<file path="config.mk">
export PLATFORM = sky130hd
export DESIGN_NAME = glyph_serializer_flat
export DESIGN_NICKNAME = d
export VERILOG_FILES = /design/src/rtl/glyph_serializer_if.sv /design/src/rtl/glyph_serializer.sv /design/src/flat_wrapper.sv
export SDC_FILE = /design/constraint.sdc
export NUM_CORES = 1
export LEC_CHECK = 0
export ABC_CLOCK_PERIOD_IN_PS = 1750
export CAP_MARGIN = 20
export CORE_ASPECT_RATIO = 0.75
export CORE_UTILIZATION = 42
export CTS_CLUSTER_DIAMETER = 40
export CTS_CLUSTER_SIZE = 8
export DETAILED_ROUTE_END_ITERATION = 10
export PLACE_DENSITY = 0.84
export SYNTH_ARGS = -nofsm -noshare
export SYNTH_HDL_FRONTEND = slang
export SYNTH_SLANG_ARGS = --single-unit
</file>
<file path="constraint.sdc">
create_clock -name clk -period 1.75 [get_ports clk]
set_input_delay 0.35 -clock clk [delete_from_list [all_inputs] [get_ports clk]]
set_output_delay 0.35 -clock clk [all_outputs]
set_load 0.01 [all_outputs]
</file>
<file path="src/rtl/glyph_serializer_if.sv">
// Handshake bundle between glyph_serializer, its controller, the glyph ROM and the pixel sink.
// Latency: none, wires only.
// Backpressure: pix_valid/pix_ready on the pixel side; start is a plain request with no ready.
// Ports: start/char_sel (request), rom_addr/rom_data (ROM), busy/done (status),
//        pix_valid/pix_ready/pix_data/pix_row/pix_col/pix_last (pixel stream).
interface glyph_serializer_if;
    logic       start;
    logic [1:0] char_sel;
    logic [5:0] rom_addr;
    logic [7:0] rom_data;
    logic       busy;
    logic       pix_valid;
    logic       pix_ready;
    logic       pix_data;
    logic [3:0] pix_row;
    logic [2:0] pix_col;
    logic       pix_last;
    logic       done;

    // master: controller + ROM + sink side
    modport master (
        output start, char_sel, rom_data, pix_ready,
        input  rom_addr, busy, pix_valid, pix_data, pix_row, pix_col, pix_last, done
    );

    // slave: the serializer itself
    modport slave (
        input  start, char_sel, rom_data, pix_ready,
        output rom_addr, busy, pix_valid, pix_data, pix_row, pix_col, pix_last, done
    );
endinterface

</file>
<file path="src/rtl/glyph_serializer.sv">
// Walks the 16 rows of one 8x16 ROM glyph and streams it out one pixel per transfer, row-major.
// Latency: first pixel 2 cycles after start; 9 cycles per row (1 ROM load + 8 pixels); done 1 cycle after last pixel.
// Backpressure: pix_ready low stalls the stream with all pixel outputs held; start is ignored while busy.
// Ports: clk, reset (sync, active-high), gs (glyph_serializer_if.slave).
module glyph_serializer #(
    parameter bit MSB_FIRST = 1'b1
) (
    input  logic               clk,
    input  logic               reset,
    glyph_serializer_if.slave  gs
);

    typedef enum logic [1:0] {IDLE, LOAD, SHIFT, DONE} state_t;

    state_t     state;
    logic [1:0] char_q;
    logic [3:0] row_q;
    logic [2:0] col_q;
    logic [7:0] shreg;
    logic       busy_q;
    logic       valid_q;
    logic       last_q;
    logic       done_q;
    logic       xfer;

    assign xfer = valid_q & gs.pix_ready;

    always_ff @(posedge clk) begin
        if (reset) begin
            state   <= IDLE;
            char_q  <= 2'd0;
            row_q   <= 4'd0;
            col_q   <= 3'd0;
            shreg   <= 8'd0;
            busy_q  <= 1'b0;
            valid_q <= 1'b0;
            last_q  <= 1'b0;
            done_q  <= 1'b0;
        end else begin
            case (state)
                IDLE: begin
                    if (gs.start) begin
                        char_q <= gs.char_sel;
                        row_q  <= 4'd0;
                        col_q  <= 3'd0;
                        busy_q <= 1'b1;
                        state  <= LOAD;
                    end
                end
                LOAD: begin
                    // rom_addr already points at {char_q,row_q}; ROM answers combinationally
                    shreg   <= gs.rom_data;
                    valid_q <= 1'b1;
                    last_q  <= 1'b0;
                    state   <= SHIFT;
                end
                SHIFT: begin
                    if (xfer) begin
                        // Move the next column's bit into the output position
                        shreg <= MSB_FIRST ? {shreg[6:0], 1'b0} : {1'b0, shreg[7:1]};
                        if (col_q == 3'd7) begin
                            valid_q <= 1'b0;
                            last_q  <= 1'b0;
                            if (row_q == 4'd15) begin
                                // counters stay at (15,7): no wrap inside a glyph
                                done_q <= 1'b1;
                                state  <= DONE;
                            end else begin
                                row_q <= row_q + 4'd1;
                                col_q <= 3'd0;
                                state <= LOAD;
                            end
                        end else begin
                            col_q  <= col_q + 3'd1;
                            // next pixel is (15,7) when stepping from column 6 of row 15
                            last_q <= (row_q == 4'd15) && (col_q == 3'd6);
                        end
                    end
                end
                DONE: begin
                    done_q <= 1'b0;
                    busy_q <= 1'b0;
                    state  <= IDLE;
                end
                default: state <= IDLE;
            endcase
        end
    end

    assign gs.rom_addr  = {char_q, row_q};
    assign gs.busy      = busy_q;
    assign gs.pix_valid = valid_q;
    assign gs.pix_data  = MSB_FIRST ? shreg[7] : shreg[0];
    assign gs.pix_row   = row_q;
    assign gs.pix_col   = col_q;
    assign gs.pix_last  = last_q;
    assign gs.done      = done_q;

endmodule

</file>
<file path="src/flat_wrapper.sv">
// flat-port wrapper written by rule: the top's interface ports become plain ports
module glyph_serializer_flat 
#(
    parameter bit MSB_FIRST = 1'b1
)
  (clk, reset, gs_start, gs_char_sel, gs_rom_data, gs_pix_ready, gs_rom_addr, gs_busy, gs_pix_valid, gs_pix_data, gs_pix_row, gs_pix_col, gs_pix_last, gs_done);
  glyph_serializer_if gs_i ();
  input  logic clk;
  input  logic reset;
  input wire logic [$bits(gs_i.start)-1:0] gs_start;
  input wire logic [$bits(gs_i.char_sel)-1:0] gs_char_sel;
  input wire logic [$bits(gs_i.rom_data)-1:0] gs_rom_data;
  input wire logic [$bits(gs_i.pix_ready)-1:0] gs_pix_ready;
  output wire logic [$bits(gs_i.rom_addr)-1:0] gs_rom_addr;
  output wire logic [$bits(gs_i.busy)-1:0] gs_busy;
  output wire logic [$bits(gs_i.pix_valid)-1:0] gs_pix_valid;
  output wire logic [$bits(gs_i.pix_data)-1:0] gs_pix_data;
  output wire logic [$bits(gs_i.pix_row)-1:0] gs_pix_row;
  output wire logic [$bits(gs_i.pix_col)-1:0] gs_pix_col;
  output wire logic [$bits(gs_i.pix_last)-1:0] gs_pix_last;
  output wire logic [$bits(gs_i.done)-1:0] gs_done;
  assign gs_i.start = gs_start;
  assign gs_i.char_sel = gs_char_sel;
  assign gs_i.rom_data = gs_rom_data;
  assign gs_i.pix_ready = gs_pix_ready;
  assign gs_rom_addr = gs_i.rom_addr;
  assign gs_busy = gs_i.busy;
  assign gs_pix_valid = gs_i.pix_valid;
  assign gs_pix_data = gs_i.pix_data;
  assign gs_pix_row = gs_i.pix_row;
  assign gs_pix_col = gs_i.pix_col;
  assign gs_pix_last = gs_i.pix_last;
  assign gs_done = gs_i.done;
  glyph_serializer #(.MSB_FIRST(MSB_FIRST)) u_core (.clk(clk), .reset(reset), .gs(gs_i));
endmodule
</file>
==> results.toml, run 1 <==
[logic_synthesis]
synth.distinct_cells = 34
synth_area_per_cell_um2 = 8.636
ys_warn_count = 0
synth_edf_count = 0
syn_nets = 151
syn_area_um2 = 1149
yosysMostFrequentCell = "dfxtp_1"
syn_inst = 133
synth.top_cell.area_share_pct = 40.09
synthFlopType = "dfxtp_1"
ys_seq_elements = 23
yosysSeqAreaShare_pct = 40.09
synthTopCellsByArea = "dfxtp_1 40%, mux2i_1 7.8%, a211oi_1 6.5%, nor2_1 5.9%, ha_1 4.4%"
yosys.area.top_type = "dfxtp_1"
async_reset_ff_share_pct = 0
synth_common_cells = "23 x dfxtp_1, 18 x nor2_1, 10 x a211oi_1"

[drt]
wl_met2_mm = 1.476
maxUsedRoutingLayer = "met4"
wirelength_mm = 2.969
wl_per_cell_um = 14.14
drc = 0
avgViaCountPerCell = 5.433
dr.first_iter.drc_count = 38
wl_met3_um = 133
postRouteAntennaNets = 0
first_pass_iters = 4
met1_length_mm = 1.322
dr_total_vias = 1141

[placement]
globalplace.congestion = 0.8202
portBuffers = 31
dpl.cell_count = 202
dp_hpwl_mm = 2.058

[setup_path]
cpMaxStageDelayCell = "clkdlybuf4s50_1"
crit_type = "reg -> out"
arrival_ns = 1.35
r2r_slack_ns = 0.06
crit_path_start = "u_core.gs.pix_col[1]"
r2r-end = "u_core.gs.pix_col[1]"
r2r-start = "u_core.gs.pix_col[0]"
reg2reg_depth = 6
cp_cell_sequence = "buf_4 > clkdlybuf4s50_1"
crit_path_end_kind = "primary output"
cp.required_ns = 1.40
critPathLaunchType = "flop"
endpoint = "gs_pix_col[1]"
cp_max_fo = 3
slowest_delay_ns = 0.53

[clock_network]
hold_buffers = 0
cts_tree = "done"
insertion_delay_ns = 0.32
cts_num_sinks = 23
h-tree-depth = 1
cts_buffers = 3
root_buffer = "clkbuf_4"
cts_buffer_depth = 2
clkTransAtPathRegs_ns = 0.14

[sta]
drv_slew = 0
hold_viol = 0
min_period_ns = 1.704
fin_skew_ns = 0.008764
clock.fmax_mhz = 587.0
fin_setup_tns_ns = 0
setup_viol = 0
slew_headroom_pct = 70.55
finalCritPeriodShare_pct = 97.35
tightest_slew_ns = 0.4403

[power_and_ir_drop]
finalPower_uw = 1031
cellLeakagePower_uw = 0.0006200
powerDensity_nw_per_um2 = 624.9
vdd_drop_max_v = 0.0005212

[cells_and_area]
nets = 193
drive_gt1_share_pct = 19.54
final_util_pct = 63.41
antenna_cells = 0
area_growth_pct = 43.68
final_cells = 210

[status]
status = "complete, no violations"

[floorplanning]
dieArea_um2 = 2950
die_w_um = 62.39
die_h_um = 47.29
ios = 32
rows = 16
floorplan.core_area_um2 = 2603
start_util_pct = 44.13

[global_routing]
grt_pass1_vias = 974
antenna_found_initial = 0
grt_start_max_net_pins = 16
grt_pass1_wl_mm = 4.491
grt_overflow = 0
grt.total_usage_pct = 19.99

[hold_path]
min_path_type = "reg -> reg"
min_from = "u_core.char_q[1]"

[job]
cap_violations = 0
==> routing by layer <==
| layer | vias to the layer above | global-route usage, % |
|---|---|---|
| met4 | 0 | 7.907 |
| met1 | 542 | 24.49 |
| met2 | 35 | 34.73 |
| met3 | 6 | 5.583 |
| met5 | - | 0 |
| li1 | 558 | - |
==> worst min path at each step <==
stage / to / slack [ns] / cells past startpoint
after detailed placement: u_core.char_q[1] / 0.47 / 2
after global placement: u_core.char_q[1] / 0.46 / 2
after global routing: u_core.shreg[1] / 0.53 / 2
final: u_core.char_q[1] / 0.49 / 2
after floorplan: u_core.shreg[0] / 0.43 / 1
after CTS: u_core.char_q[1] / 0.49 / 2
==> placed cells by master, fill, tap and decap left out, types with 2 or more instances in the layout <==
cell type        synthesis  layout
ha_1                     4       2
nand4_1                  2       2
a21oi_1                  9       8
o21ai_0                  6       5
nor2b_1                  2       2
dfxtp_1                 23      17
nor3_1                   2       2
mux2i_1                  9       9
nand2b_1                 4       4
inv_1                    4       4
nand3_1                  3       3
ha_4                     0       2
a211oi_1                10      10
nor2_1                  18      18
clkdlybuf4s50_1          0      31
nand2_1                  8       8
nor4_1                   2       2
clkbuf_4                 0       3
dfxtp_2                  0       6
buf_4                    6      16
==> power breakdown <==
group | total, µW | switching [µW] | internal, µW
combinational | 204 | 90.9 | 113
sequential | 573 | 22.8 | 551
clock | 254 | 169 | 85.5
total | 1030 | 283 | 749
==> cells by family after synthesis <==
| kind of cell | synth area share [%] |
|---|---|
| compound gates | 21.13 |
| fa+ha+maj | 4.357 |
| buf+inv | 6.970 |
| flops | 40.09 |
| mux | 7.843 |
| simple gates | 19.61 |
==> state kept, by name, indices dropped and copies added, names as in the netlist <==
register and count:
u_core.gs.pix_col 3, u_core.gs.pix_valid 1, u_core.char_q 2, u_core.state 2
u_core.gs.pix_row 4, u_core.gs.done 1, u_core.shreg 8, u_core.gs.pix_last 1
u_core.gs.busy 1
==> critical path: cells and delay by family, from the launching register on <==
kind,cells,cell delay [ns]
buffers and inverters,2,0.66
flip-flops,1,0.38
==> repair_timing <==
| item | CTS | global route |
|---|---|---|
| hold endpoints to repair | 0 | 0 |
| resized for setup | 1 | 11 |
| pin swaps | 0 | 3 |
| setup buffers | 0 | 4 |
| endpoints found under the setup margin | 2 | 13 |
==> layout make-up <==
cell class / instances / area [µm²]
sequential: 23 / 467.9
inverter: 4 / 15.01
clock buffer: 3 / 22.52
clock inverter: 1 / 5.005
tap: 36 / 45.04
timing repair buffer: 48 / 450.4
multi-input combinational: 95 / 644.4
fill: 213 / 952.2
==> through the flow <==
step / hold slack [ns] / setup slack [ns] / area (µm²)
after floorplan: 0.4331 / 0.01104 / 1156
after global placement: 0.4618 / -0.02258 / 1556
after detailed placement: 0.4726 / -0.09873 / 1556
after CTS: 0.4877 / 0.004283 / 1585
after global routing: 0.5344 / -0.001636 / 1650
final: 0.4873 / 0.04632 / 1650
No activity file was read; power rests on OpenSTA's default activity.
==> run 2: changes to the inputs <==
Settings changed: RECOVER_POWER set to 25.
==> results.toml, run 2 (same netlist as run 1, synthesis figures left out) <==
[clock_network]
cts_buffer_depth = 2
clkTransAtPathRegs_ns = 0.14
cts_buffers = 3
cts_num_sinks = 23
cts_tree = "done"
h-tree-depth = 1
insertion_delay_ns = 0.32
root_buffer = "clkbuf_4"

[sta]
min_period_ns = 1.705
clock.fmax_mhz = 586.6
setup_ws_ns = 0.04522
drv_slew = 0
slew_headroom_pct = 69.33
fin_skew_ns = 0.01160
hold_viol = 0
tightest_slew_ns = 0.4585
fin_setup_tns_ns = 0
finalCritPeriodShare_pct = 97.42
setup_viol = 0

[global_routing]
grt.total_usage_pct = 19.99
grt_pass1_vias = 974
antenna_found_initial = 0
grt_overflow = 0
grt_pass1_wl_mm = 4.491
grt_start_max_net_pins = 16

[floorplanning]
die_w_um = 62.39
ios = 32
start_util_pct = 44.13
rows = 16
floorplan.core_area_um2 = 2603
dieArea_um2 = 2950
die_h_um = 47.29

[drt]
avgViaCountPerCell = 5.471
wirelength_mm = 2.966
dr.first_iter.drc_count = 30
drc = 0
first_pass_iters = 4
postRouteAntennaNets = 0
wl_per_cell_um = 14.12
dr_total_vias = 1149

[setup_path]
crit_path_end_kind = "primary output"
cp_cell_sequence = "buf_4 > clkdlybuf4s50_1"
reg2reg_depth = 6
arrival_ns = 1.35
cpMaxStageDelayCell = "clkdlybuf4s50_1"
cp.required_ns = 1.40
crit_type = "reg -> out"
cp_max_fo = 3
critPathLaunchType = "flop"
slowest_delay_ns = 0.53

[placement]
globalplace.congestion = 0.8202
place_ws_ns = -0.09873
place_area_um2 = 1556
portBuffers = 31
dp_hpwl_mm = 2.058

[cells_and_area]
final_util_pct = 63.13
design_area_um2 = 1643
largest_reg_flops = 8
antenna_cells = 0
nets = 193
layout_common_cells = "28 x clkdlybuf4s50_1, 18 x nor2_1, 17 x dfxtp_1, 13 x buf_4, 10 x a211oi_1"
top_register = "u_core.shreg"
drive_gt1_share_pct = 18.39
final_common_cell = "clkdlybuf4s50_1"
area_growth_pct = 43.03

[power_and_ir_drop]
pwr-share-clk_pct = 25.0
vdd_drop_max_v = 0.0005216
switchingPower_uw = 285.6
swShare_pct = 27.69
p_comb_share_pct = 19.5
finalPower_uw = 1032
p_seq_share_pct = 55.5
p_int_uw = 746.0
cellLeakagePower_uw = 0.0006147
powerDensity_nw_per_um2 = 627.9

[status]
status = "complete, no violations"

[hold_path]
hold_path_depth = 2
min_path_type = "reg -> reg"

[job]
cap_violations = 0
==> run 2: stage by stage <==
step | hold WS, ns | instances
finish | 0.4843 | 210
global route | 0.5344 | 210
CTS | 0.4877 | 206
detailed placement | 0.4726 | 202
global placement | 0.4618 | 202
floorplan | 0.4331 | 133
==> run 2: timing repair <==
item	CTS	global route
gates resized for setup	1	11
hold buffers	0	0
setup endpoints to repair	2	13
setup buffers	0	4
pin swaps	0	3
==> run 2: cell type report <==
cell class	instances	area, µm²
Multi-Input combinational cell	95	644.4
Clock buffer	3	22.52
Fill cell	215	959.7
Timing Repair Buffer	48	442.9
Clock inverter	1	5.005
Sequential cell	23	467.9
Inverter	4	15.01
Tap cell	36	45.04
==> run 2: power groups by stage <==
| stage | combinational, µW | clock [µW] | sequential, µW |
|---|---|---|---|
| after floorplan | 99.6 | 0 | 582 |
| after global placement | 187 | 0 | 581 |
| after detailed placement | 194 | 0 | 584 |
| after CTS | 195 | 258 | 572 |
| after global routing | 217 | 279 | 577 |
| final | 201 | 258 | 573 |
==> run 2: final timing paths <==
| kind | startpoint | endpoint | slack [ns] |
|---|---|---|---|
| worst max-delay path | u_core.gs.pix_col[1] | gs_pix_col[1] | 0.05 |
| worst min-delay path | u_core.char_q[1] | u_core.char_q[1] | 0.48 |
| worst max register to register | u_core.gs.pix_col[0] | u_core.gs.pix_col[1] | 0.06 |
| worst min register to register | u_core.char_q[1] | u_core.char_q[1] | 0.48 |
==> run 2: critical path: cells and delay by family, from the launching register on <==
family | cells | cell delay [ns]
flip-flops | 1 | 0.38
buffers and inverters | 2 | 0.66
==> run 2: layer usage <==
metal | share of wire (%) | up-vias | GRT usage [%]
met2 | 50 | 32 | 34.73
li1 | - | 559 | -
met5 | 0 | - | 0
met3 | 4.1 | 9 | 5.583
met4 | 1.5 | 0 | 7.907
met1 | 45 | 549 | 24.49
==> run 3: changes to the inputs <==
Settings changed: CORE_ASPECT_RATIO 0.75 to unset, CTS_CLUSTER_DIAMETER 40 to 60.
==> results.toml, run 3 (same netlist as run 1, synthesis figures left out) <==
[placement]
portBuffers = 31
dpl.cell_count = 196
dp_hpwl_mm = 2.080
globalplace.congestion = 0.8578

[floorplanning]
rows = 18
die_w_um = 54.30
die_h_um = 54.30
ios = 32
dieArea_um2 = 2948
start_util_pct = 45.54
floorplan.core_area_um2 = 2522

[setup_path]
cpMaxStageDelayCell = "o21ai_0"
cp.required_ns = 1.96
critPathLaunchType = "flop"
cp_max_fo = 3
crit_family = "compound AO/OA/AOI/OAI gates"
crit_type = "reg -> reg"
crit_path_end_kind = "flop"
path_buf_inv = 0
slowest_delay_ns = 0.36
arrival_ns = 1.94
cp_cell_sequence = "ha_1 > ha_2 > nand4_1 > o21ai_0 > a21oi_1 > a22o_1"

[sta]
fin_skew_ns = 0.005692
clock.fmax_mhz = 578.2
min_period_ns = 1.729
finalCritPeriodShare_pct = 98.82
rsz0062_at_grt = "yes"
tightest_slew_ns = 0.4391
slew_headroom_pct = 70.64
setup_viol = 0
hold_viol = 0
drv_slew = 0

[cells_and_area]
final_common_cell = "clkdlybuf4s50_1"
area_growth_pct = 40.52
antenna_cells = 0
final_cells = 203
drive_gt1_share_pct = 18.50
nets = 192
largest_reg_flops = 8
top_register = "u_core.shreg"
layout_common_cells = "31 x clkdlybuf4s50_1, 17 x nor2_1, 17 x dfxtp_1, 13 x buf_4, 10 x a211oi_1"

[drt]
postRouteAntennaNets = 0
first_pass_iters = 4
drc = 0
wl_per_cell_um = 14.04
dr.first_iter.drc_count = 27
wirelength_mm = 2.851
dr_total_vias = 1132
avgViaCountPerCell = 5.576

[power_and_ir_drop]
powerDensity_nw_per_um2 = 630.7
finalPower_uw = 1018
vdd_drop_max_v = 0.0005821
cellLeakagePower_uw = 0.0006132

[global_routing]
grt.total_usage_pct = 21.18
grt_start_max_net_pins = 16
grt_overflow = 0
antenna_found_initial = 0
grt_pass1_vias = 1036
grt_pass1_wl_mm = 4.498

[clock_network]
root_buffer = "clkbuf_4"
cts_num_sinks = 23
insertion_delay_ns = 0.31
cts_tree = "done"
cts_buffers = 3
cts_buffer_depth = 2
clkTransAtPathRegs_ns = 0.13
h-tree-depth = 1
hold_buffers = 0

[hold_path]
min_path_type = "reg -> reg"

[status]
status = "complete, no violations"

[job]
cap_violations = 0
[run 3: area by class of cell]
| cell class | count | area (µm²) |
|---|---|---|
| Fill cell | 217 | 908.4 |
| Multi-Input combinational cell | 95 | 628.1 |
| Sequential cell | 23 | 467.9 |
| Timing Repair Buffer | 47 | 439.2 |
| Tap cell | 30 | 37.54 |
| Clock buffer | 4 | 26.28 |
| Inverter | 4 | 15.01 |
[run 3: per-stage QoR]
step / util, % / instance area (µm²) / worst slack [ns] / TNS, ns / hold slack (ns)
final: 63.99 / 1614 / 0.02063 / 0 / 0.4948
after global routing: 63.99 / 1614 / -0.02187 / -0.02632 / 0.5317
after CTS: 63.64 / 1605 / 0.005664 / 0 / 0.4957
after global placement: 61.41 / 1549 / -0.01824 / -0.01963 / 0.4624
after detailed placement: 61.41 / 1549 / -0.1030 / -0.4112 / 0.4778
after floorplan: - / 1156 / 0.01104 / 0 / 0.4331
[run 3: report_power, final]
part | internal [µW] | switching (µW) | total (µW)
clock | 89.0 | 159 | 248
sequential | 550 | 22.8 | 573
combinational | 108 | 88.6 | 197
[run 3: final timing paths]
kind                                        endpoint  slack [ns]            startpoint  cells past startpoint
worst min-delay path                u_core.char_q[0]        0.49      u_core.char_q[0]                      2
worst max register to register  u_core.gs.pix_row[1]        0.02  u_core.gs.pix_col[0]                      6
worst max-delay path            u_core.gs.pix_row[1]        0.02  u_core.gs.pix_col[0]                      6
worst min register to register      u_core.char_q[0]        0.49      u_core.char_q[0]                      2
[run 3: routing by layer]
layer / part of all wire (%) / GRT usage [%]
met3: 4.6 / 3.056
met4: 1.6 / 8.547
met5: 0 / 0
met1: 43 / 25.30
met2: 51 / 37.60
[run 3: repair_timing]
| action | CTS | global route |
|---|---|---|
| gates resized for setup | 4 | 6 |
| buffers inserted | 3 | 0 |
| pin swaps | 3 | 0 |
| setup endpoints to repair | 3 | 8 |
[run 3: worst min-delay path: cells and delay by family, from the launching register on]
| kind | cells | cell delay (ns) |
|---|---|---|
| DFF | 1 | 0.33 |
| AOI/OAI and AO/OA | 2 | 0.13 |
